===== config.mk =====
export PLATFORM = sky130hd
export DESIGN_NAME = mips_muldiv_ctrl
export DESIGN_NICKNAME = d
export VERILOG_FILES = /design/src/rtl/mips_muldiv_ctrl.sv
export SDC_FILE = /design/constraint.sdc
export NUM_CORES = 1
export LEC_CHECK = 0
export ABC_AREA = 1
export CAP_MARGIN = 20
export CORE_ASPECT_RATIO = 2
export CORE_MARGIN = 2
export CORE_UTILIZATION = 40
export DETAILED_ROUTE_END_ITERATION = 10
export DONT_BUFFER_PORTS = 1
export SKIP_LAST_GASP = 1
export SYNTH_ARGS = -nofsm -noshare
export SYNTH_HDL_FRONTEND = slang
export SYNTH_SLANG_ARGS = --single-unit
export TNS_END_PERCENT = 5

===== constraint.sdc =====
create_clock -name clk -period 2.5 [get_ports clk]
set_clock_uncertainty 0.15 [all_clocks]
set_input_delay 0.375 -clock clk [delete_from_list [all_inputs] [get_ports clk]]
set_output_delay 0.375 -clock clk [all_outputs]
set_load 0.03 [all_outputs]

===== src/rtl/mips_muldiv_ctrl.sv =====
// Iterative MIPS multiply/divide sequencer with the HI/LO register pair.
// One shift-add or restoring-divide step per clock on magnitudes; signs are applied in the FIX state.
module mips_muldiv_ctrl #(
  parameter int ITER = 32
) (
  input  logic        clk,
  input  logic        rst_b,
  input  logic        start,
  input  logic [1:0]  op,
  input  logic [31:0] rs_val,
  input  logic [31:0] rt_val,
  input  logic        mthi,
  input  logic        mtlo,
  input  logic        hilo_rd,
  output logic [31:0] hi,
  output logic [31:0] lo,
  output logic        busy,
  output logic        done,
  output logic        stall
);

  localparam int CW = $clog2(ITER);

  typedef enum logic [1:0] {IDLE, RUN, FIX} state_t;

  state_t          state_q, state_d;
  logic [CW-1:0]   cnt_q, cnt_d;
  logic [63:0]     p_q, p_d;
  logic [31:0]     opnd_q, opnd_d;
  logic [31:0]     hi_q, hi_d, lo_q, lo_d;
  logic            div_q, div_d;
  logic            neg_q, neg_d;
  logic            rneg_q, rneg_d;
  logic            dz_q, dz_d;
  logic            done_q, done_d;

  logic            rs_neg, rt_neg;
  logic [31:0]     rs_mag, rt_mag;
  logic [32:0]     mul_sum;
  logic [63:0]     mul_step;
  logic [64:0]     div_sh;
  logic [32:0]     div_diff;
  logic            div_ge;
  logic [63:0]     div_step;
  logic [63:0]     prod_fix;

  // Signed ops work on 32-bit unsigned magnitudes, so |0x80000000| = 2^31 fits.
  assign rs_neg = ~op[0] & rs_val[31];
  assign rt_neg = ~op[0] & rt_val[31];
  assign rs_mag = rs_neg ? -rs_val : rs_val;
  assign rt_mag = rt_neg ? -rt_val : rt_val;

  // p_q holds {accumulator, multiplier} for MULT and {remainder, quotient} for DIV.
  assign mul_sum  = {1'b0, p_q[63:32]} + (p_q[0] ? {1'b0, opnd_q} : 33'd0);
  assign mul_step = {mul_sum, p_q[31:1]};
  assign div_sh   = {p_q, 1'b0};
  assign div_ge   = div_sh[64:32] >= {1'b0, opnd_q};
  assign div_diff = div_sh[64:32] - {1'b0, opnd_q};
  assign div_step = div_ge ? {div_diff[31:0], p_q[30:0], 1'b1}
                           : {p_q[62:31], p_q[30:0], 1'b0};
  assign prod_fix = neg_q ? -p_q : p_q;

  always_comb begin
    state_d = state_q;
    cnt_d   = cnt_q;
    p_d     = p_q;
    opnd_d  = opnd_q;
    hi_d    = hi_q;
    lo_d    = lo_q;
    div_d   = div_q;
    neg_d   = neg_q;
    rneg_d  = rneg_q;
    dz_d    = dz_q;
    done_d  = 1'b0;
    case (state_q)
      IDLE: begin
        if (start) begin
          state_d = RUN;
          cnt_d   = '0;
          div_d   = op[1];
          opnd_d  = op[1] ? rt_mag : rs_mag;
          p_d     = {32'd0, op[1] ? rs_mag : rt_mag};
          neg_d   = rs_neg ^ rt_neg;
          rneg_d  = rs_neg;
          dz_d    = op[1] & (rt_val == 32'd0);
        end else begin
          if (mthi) hi_d = rs_val;
          if (mtlo) lo_d = rs_val;
        end
      end
      RUN: begin
        p_d   = div_q ? div_step : mul_step;
        cnt_d = cnt_q + 1'b1;
        if (cnt_q == CW'(ITER - 1)) state_d = FIX;
      end
      FIX: begin
        state_d = IDLE;
        done_d  = 1'b1;
        if (div_q) begin
          // With a zero divisor the remainder path leaves |rs| behind, so the sign restore yields rs_val.
          lo_d = dz_q ? 32'hFFFF_FFFF : (neg_q ? -p_q[31:0] : p_q[31:0]);
          hi_d = rneg_q ? -p_q[63:32] : p_q[63:32];
        end else begin
          hi_d = prod_fix[63:32];
          lo_d = prod_fix[31:0];
        end
      end
      default: state_d = IDLE;
    endcase
  end

  always_ff @(posedge clk or negedge rst_b) begin
    if (!rst_b) begin
      state_q <= IDLE;
      cnt_q   <= '0;
      p_q     <= '0;
      opnd_q  <= '0;
      hi_q    <= '0;
      lo_q    <= '0;
      div_q   <= 1'b0;
      neg_q   <= 1'b0;
      rneg_q  <= 1'b0;
      dz_q    <= 1'b0;
      done_q  <= 1'b0;
    end else begin
      state_q <= state_d;
      cnt_q   <= cnt_d;
      p_q     <= p_d;
      opnd_q  <= opnd_d;
      hi_q    <= hi_d;
      lo_q    <= lo_d;
      div_q   <= div_d;
      neg_q   <= neg_d;
      rneg_q  <= rneg_d;
      dz_q    <= dz_d;
      done_q  <= done_d;
    end
  end

  assign hi    = hi_q;
  assign lo    = lo_q;
  assign busy  = (state_q != IDLE);
  assign done  = done_q;
  assign stall = busy & (start | mthi | mtlo | hilo_rd);

endmodule


==> results.toml, run 1 <==
[logic_synthesis]
async_reset_ff_frac = 1.00
synthesis.area_per_instance_um2 = 5.80
dominantRegCellSynth = "sky130_fd_sc_hd__dfrtp_1"
ys_seq_elements = 172
syn_nets = 3363
synth.area.top_cells = "sky130_fd_sc_hd__dfrtp_1 23%, sky130_fd_sc_hd__nand2_1 21%, sky130_fd_sc_hd__nand3_1 8.9%"
synthDistinctLibCells = 55
synth_warnings = 0
synth-edff-count = 0
synth_top_area_share = 0.230
synth_area_um2 = 18700
yosys.area.top_type = "sky130_fd_sc_hd__dfrtp_1"
synth_cells = 3219
sequential_cell_area_fraction_in_the_yosys_report = 0.230

[die]
die_height_um = 310
floorplan.die_area_um2 = 48600
ios = 139
initial_core_util = 0.403
fp-row-count = 112
core_um2 = 46400
die_w_um = 157

[timing]
max_slew.worst_pin.slew_ps = 982
setup-violations-final = 33
worst_slack_ps = -141
finalHoldWorstSlack_ps = -544
timing_max_transition_violations_final = 0
layout_min_cycle_time_ps = 2640
final-hold-violation-count = 172
fmax_ghz = 0.379
finalCritPeriodShare = 1.06
setup_repair_after_global_routing_missed_its_margin = "true"
timing.slew.headroom = 0.345

[route]
drt-pass1-iter-count = 8
drt_wl_total_mm = 90.3
drt_first_iter_violations = 2427
drc = 0
post_drt_wl_per_cell_um = 21.6
route.detailed.vias_per_inst = 5.53
antenna_left = 0
route.vias.total = 23052

[clock_tree]
clock_tree_from_tritoncts = "done"
cts.clk_slew.worst_paths_ps = 100
clk_root_buffer_cell = "sky130_fd_sc_hd__clkbuf_16"
numCtsBuffers = 17
holdBufCountCts = 13
clock_sink_count = 172
clkLatencyLatePin_ps = 480
ctsLongestPathBuffers = 2
maximum_level_of_the_cts_h_tree = 4

[worst_setup_path]
reg2reg_depth = 12
critical_path.max_fanout = 6
worst_setup_path_start_kind = "flop"
setup.worst_path.class = "reg2reg"
cp_slowest_stage_delay_ps = 460
crit_path_cell_trace = "buf_4 -> buf_4 -> inv_2 -> nand3_2 -> nor2_4 -> inv_2 -> nor2_4 -> nand2_2 -> o21ai_4 -> nand2_1 -> a21oi_1 -> o21bai_1"
critical_path.reg2reg.startpoint = "p_q[0]$_DFFE_PN0P_"
cpLargestDelayFamily = "compound AO/OA/AOI/OAI gates"
critPathCaptureType = "flop"
arrival_time_of_the_worst_setup_path_ps = 2850
timing.rr.end = "hi[15]$_DFFE_PN0P_"
path_buf_inv = 4
critPathSlowestCell = "sky130_fd_sc_hd__dfrtp_2"
critical_path_required_ps = 2700
setup.reg_to_reg.worst_slack_ps = -140

[grt]
grt_antenna_before_repair = 2
global_route.usage.met3 = 0.0553
grtUsageMet1 = 0.446
track_usage = 0.367
residual_overflow_from_global_routing = 0
grt_pass1_vias = 21435
grt_pass1_wl_mm = 132
grt_start_max_net_pins = 173
groute.layer.met2.usage = 0.572
busiest_metal_layer_after_global_routing = "met2"

[cells_and_area]
final_util = 0.505
top_library_cells_by_usage_in_the_layout_fill_and_taps_aside = "1024 x sky130_fd_sc_hd__nand2_1, 417 x sky130_fd_sc_hd__inv_1, 385 x sky130_fd_sc_hd__buf_4"
layout_commonest_cell = "sky130_fd_sc_hd__nand2_1"
finalNetCount = 3675
ratio_of_cells_with_drive_above_1_in_the_final_layout = 0.182
area.growth.synth_to_final_pct = 25.3
finalNonFillerCells = 4172

[outcome]
failed_checks = "negative hold slack, negative setup slack"
outcome = "complete, but fails checks"

[placement]
port-buffer-count = 0
hpwl_mm = 74.3
gpl.final_weighted_congestion = 1.02
placed_cells = 4119

[run]
timing.max_cap.violations = 0

[pwr]
static-leakage-power_nw = 11.9
irDropWorstVdd_mv = 0.680
power.density_nw_per_um2 = 1660

[worst_hold_path]
min-delay-path-class = "in2async"
worst max-delay path by stage:
stage,startpoint,to,slack [ps],cells past startpoint
finish,p_q[0]$_DFFE_PN0P_,hi[15]$_DFFE_PN0P_,-140,12
global route,p_q[0]$_DFFE_PN0P_,p_q[59]$_DFFE_PN0P_,-230,17
CTS,p_q[31]$_DFFE_PN0P_,p_q[46]$_DFFE_PN0P_,-70,14
detailed placement,p_q[0]$_DFFE_PN0P_,p_q[60]$_DFFE_PN0P_,-350,14
global placement,p_q[0]$_DFFE_PN0P_,p_q[60]$_DFFE_PN0P_,-330,14
floorplan,p_q[0]$_DFFE_PN0P_,p_q[63]$_DFFE_PN0P_,30,22
cell type report:
type | instances | area (um^2)
Multi-Input combinational cell | 2481 | 12800
Clock inverter | 15 | 206
Antenna cell | 1 | 2.50
Clock buffer | 17 | 425
Fill cell | 4917 | 23000
Sequential cell | 172 | 4310
Inverter | 453 | 1700
Timing Repair Buffer | 406 | 3180
Tap cell | 627 | 785
stage by stage:
stage                     total power [mW]  hold slack [ps]  area [um^2]  setup TNS, ps  setup slack (ps)
after floorplan                       21.3            -70.6        18700              0              31.7
after global placement                33.6            -59.1        22000          -3760              -327
after detailed placement              33.7            -58.9        22000          -4740              -353
after CTS                             37.4             -559        23000          -1230             -71.2
after global routing                  41.5             -560        23400          -9090              -231
final                                 38.8             -544        23400          -1300              -141
state kept, by name, indices dropped and copies added, names as in the netlist:
name	cells
state_q	2
p_q	64
done	1
opnd_q	32
rneg_q	1
dz_q	1
cnt_q	5
lo	32
div_q	1
neg_q	1
hi	32
per-layer routing:
metal	up-vias	routed length, um
met3	325	7000
met4	4	8950
li1	11015	-
met1	10522	34200
met2	1186	40200
met5	-	30
power breakdown:
group          internal, mW  total, mW  switching, mW
clock network          1.40       2.97           1.58
registers              4.20       6.70           2.50
logic                  11.7       29.1           17.4
cells in the mapped netlist, types with 5 or more instances:
cell                       instances
sky130_fd_sc_hd__ha_1             70
sky130_fd_sc_hd__o21ai_0         205
sky130_fd_sc_hd__nand2_2          11
sky130_fd_sc_hd__nand3_2          13
sky130_fd_sc_hd__nor2_1          306
sky130_fd_sc_hd__o211ai_1         52
sky130_fd_sc_hd__a21boi_0          8
sky130_fd_sc_hd__nand3b_1          8
sky130_fd_sc_hd__inv_2            20
sky130_fd_sc_hd__clkbuf_1         64
sky130_fd_sc_hd__o21bai_1         24
sky130_fd_sc_hd__a22oi_1          14
sky130_fd_sc_hd__buf_1            15
sky130_fd_sc_hd__a21oi_1         152
sky130_fd_sc_hd__buf_2            26
sky130_fd_sc_hd__inv_1           432
sky130_fd_sc_hd__xnor2_1           9
sky130_fd_sc_hd__nor2_2           13
sky130_fd_sc_hd__nand2_1        1046
sky130_fd_sc_hd__o221ai_1         12
sky130_fd_sc_hd__nor2_4            9
sky130_fd_sc_hd__nand3_1         332
sky130_fd_sc_hd__or2_2             6
sky130_fd_sc_hd__dfrtp_1         172
sky130_fd_sc_hd__xor2_1           50
sky130_fd_sc_hd__o21ai_2           5
sky130_fd_sc_hd__nand4_1          36
sky130_fd_sc_hd__o21ai_1          16
sky130_fd_sc_hd__nor3_1           35
what timing repair did:
action	4_1_cts	5_1_grt
setup buffers	4	3
setup endpoints to repair	39	67
pin swaps	4	15
endpoints found under the hold margin	184	172
resized for setup	56	97
kinds of logic (layout without fill, tap and decap cells):
group,count (synthesis),after routing,synth area share
buffers and inverters,566,891,0.118
and+or+nand+nor,1834,1834,0.416
adders and majority gates,72,72,0.0490
other,0,1,0
DFF,172,172,0.230
xor gates and xnor gates,59,59,0.0277
AOI/OAI and AO/OA,516,516,0.159
No activity file was read; power rests on OpenSTA's default activity.
==> run 2, diff against run 1 <==
--- a/config.mk
+++ b/config.mk
@@ -12,6 +12,7 @@
 export CORE_UTILIZATION = 40
 export DETAILED_ROUTE_END_ITERATION = 10
 export DONT_BUFFER_PORTS = 1
+export SETUP_SLACK_MARGIN = 0.05
 export SKIP_LAST_GASP = 1
 export SYNTH_ARGS = -nofsm -noshare
 export SYNTH_HDL_FRONTEND = slang
==> run 2 against run 1 <==
Compared with the run above: the run still ends with negative hold slack, negative setup slack left; sequential share of layout area shrank 0.64 points; sequential cell count is the same; core utilization grew 1.8 points; routed wire length grew 4.8%; first-iteration DRC count shrank 0.91%; non-clock buffer count grew 49; hold slack lost 11 ps; sequential power shrank 0.6%; count of clock-buffer cells in the layout is the same.
==> results.toml, run 2 (same netlist as run 1, synthesis figures left out) <==
[worst_setup_path]
arrival_time_of_the_worst_setup_path_ps = 2850
crit_path_cell_trace = "clkbuf_16 -> nand2_1 -> inv_1 -> ha_2 -> nand2_1 -> inv_1 -> nand3_1 -> o21ai_4 -> buf_6 -> buf_4 -> nor2_1 -> o21ai_1 -> nand3_1 -> o22ai_1"
critical_path_required_ps = 2730
critical_path.reg2reg.startpoint = "p_q[0]$_DFFE_PN0P_"
reg2reg_depth = 14
cp_slowest_stage_delay_ps = 500
critPathSlowestCell = "sky130_fd_sc_hd__dfrtp_2"
worst_setup_path_start_kind = "flop"
timing.rr.end = "p_q[39]$_DFFE_PN0P_"
setup.reg_to_reg.worst_slack_ps = -120
setup.worst_path.class = "reg2reg"
cpLargestDelayFamily = "buffers and inverters"
path_buf_inv = 5
critical_path.max_fanout = 7
critPathCaptureType = "flop"

[cells_and_area]
largest_reg_flops = 64
finalNonFillerCells = 4220
finalNetCount = 3724
register_ranked_first_by_flip_flop_count = "p_q"
layout_commonest_cell = "sky130_fd_sc_hd__nand2_1"
final_util = 0.523
ratio_of_cells_with_drive_above_1_in_the_final_layout = 0.218
top_library_cells_by_usage_in_the_layout_fill_and_taps_aside = "993 x sky130_fd_sc_hd__nand2_1, 430 x sky130_fd_sc_hd__buf_4, 407 x sky130_fd_sc_hd__inv_1"
area.growth.synth_to_final_pct = 29.8

[placement]
gpl.final_weighted_congestion = 1.07
dp_worst_setup_slack_ps = -241
placed_cells = 4161
hpwl_mm = 77.4
port-buffer-count = 0

[die]
core_um2 = 46400
initial_core_util = 0.403
die_height_um = 310
die_w_um = 157
floorplan.die_area_um2 = 48600
fp-row-count = 112
ios = 139

[clock_tree]
clock_sink_count = 172
clk_root_buffer_cell = "sky130_fd_sc_hd__clkbuf_16"
clock_tree_from_tritoncts = "done"
ctsLongestPathBuffers = 2
maximum_level_of_the_cts_h_tree = 4
clkLatencyLatePin_ps = 470
holdBufCountCts = 9
cts.clk_slew.worst_paths_ps = 80
numCtsBuffers = 17

[grt]
grt_pass1_wl_mm = 138
residual_overflow_from_global_routing = 0
grt_antenna_before_repair = 2
grt_start_max_net_pins = 173
grt_pass1_vias = 22007
track_usage = 0.385

[timing]
timing.slew.headroom = 0.526
setup_repair_after_global_routing_missed_its_margin = "true"
finalHoldWorstSlack_ps = -555
fmax_ghz = 0.382
max_slew.worst_pin.slew_ps = 704
worst_slack_ps = -119
setup-violations-final = 26
layout_min_cycle_time_ps = 2620
final-hold-violation-count = 172
timing_max_transition_violations_final = 0
finalCritPeriodShare = 1.05

[route]
drt-pass1-iter-count = 6
route.vias.total = 23484
drt_first_iter_violations = 2405
antenna_left = 0
post_drt_wl_per_cell_um = 22.4
drt_wl_total_mm = 94.6
drc = 0
route.detailed.vias_per_inst = 5.56

[pwr]
irDropWorstVdd_mv = 0.900
power.density_nw_per_um2 = 1700
static-leakage-power_nw = 12.2

[outcome]
outcome = "complete, but fails checks"
failed_checks = "negative hold slack, negative setup slack"

[worst_hold_path]
min-delay-path-class = "in2async"

[run]
timing.max_cap.violations = 0
-- run 2: cell count changes in the layout (fill, tap and decap cells not counted), sizes merged, moves of 2 or more --
cell,delta
clkinv,-2
buf,+51
dlygate4sd3,-4
clkbuf,+2
-- run 2: routing by layer --
layer / GRT usage / vias to the layer above / wire, um
li1: - / 11120 / -
met1: 0.462 / 10820 / 35400
met2: 0.602 / 1197 / 42100
met3: 0.0631 / 345 / 7080
met4: 0.317 / 2 / 10000
met5: 0 / - / 13
-- run 2: worst max path at each step --
stage / from / end / slack, ps / cells past startpoint
2_1_floorplan: p_q[0]$_DFFE_PN0P_ / p_q[63]$_DFFE_PN0P_ / 60 / 22
3_3_place_gp: p_q[0]$_DFFE_PN0P_ / p_q[62]$_DFFE_PN0P_ / -280 / 16
3_5_place_dp: p_q[0]$_DFFE_PN0P_ / p_q[62]$_DFFE_PN0P_ / -240 / 16
4_1_cts: p_q[0]$_DFFE_PN0P_ / p_q[46]$_DFFE_PN0P_ / -50 / 15
5_1_grt: opnd_q[16]$_DFFE_PN0P_ / p_q[58]$_DFFE_PN0P_ / -190 / 15
6_report: p_q[0]$_DFFE_PN0P_ / p_q[39]$_DFFE_PN0P_ / -120 / 14
-- run 2: worst reg2reg max path: stages, from the launching register on --
cell and delay, ps:
sky130_fd_sc_hd__dfrtp_2 500, sky130_fd_sc_hd__clkbuf_16 200, sky130_fd_sc_hd__nand2_1 60, sky130_fd_sc_hd__inv_1 40, sky130_fd_sc_hd__ha_2 380, sky130_fd_sc_hd__nand2_1 80, sky130_fd_sc_hd__inv_1 90, sky130_fd_sc_hd__nand3_1 120
sky130_fd_sc_hd__o21ai_4 280, sky130_fd_sc_hd__buf_6 140, sky130_fd_sc_hd__buf_4 90, sky130_fd_sc_hd__nor2_1 30, sky130_fd_sc_hd__o21ai_1 130, sky130_fd_sc_hd__nand3_1 100, sky130_fd_sc_hd__o22ai_1 150
-- run 2: metrics by stage --
| step | hold slack, ps | TNS [ps] | total power [mW] | area, um^2 |
|---|---|---|---|---|
| 2_1_floorplan | -70.6 | 0 | 21.3 | 18700 |
| 3_3_place_gp | -62.3 | -3580 | 34.7 | 22300 |
| 3_5_place_dp | -62.7 | -4140 | 34.7 | 22300 |
| 4_1_cts | -568 | -792 | 39.1 | 23700 |
| 5_1_grt | -568 | -6270 | 43.9 | 24300 |
| 6_report | -555 | -1120 | 41.2 | 24300 |
-- run 2: layout make-up --
cell class              count  area [um^2]
fillers                  4917        22100
clock inverters            14          169
diodes                      1         2.50
flip-flops and latches    172         4310
clock buffers              17          425
multi-input cells        2481        13200
repair buffers            455         3610
inverters                 453         1710
well taps                 627          785
-- run 2: power by group --
part	switching (mW)	leakage [nW]	internal (mW)
registers	2.46	2.09	4.20
logic	18.7	9.85	12.9
clock network	1.44	0.295	1.43
total	22.6	12.2	18.6
-- run 2: repair_timing --
item | 4_1_cts | 5_1_grt
pin swaps | 30 | 45
endpoints found under the setup margin | 39 | 70
gates cloned | 1 | 2
gates resized for setup | 139 | 124
setup buffers | 4 | 10
hold endpoints to repair | 184 | 172
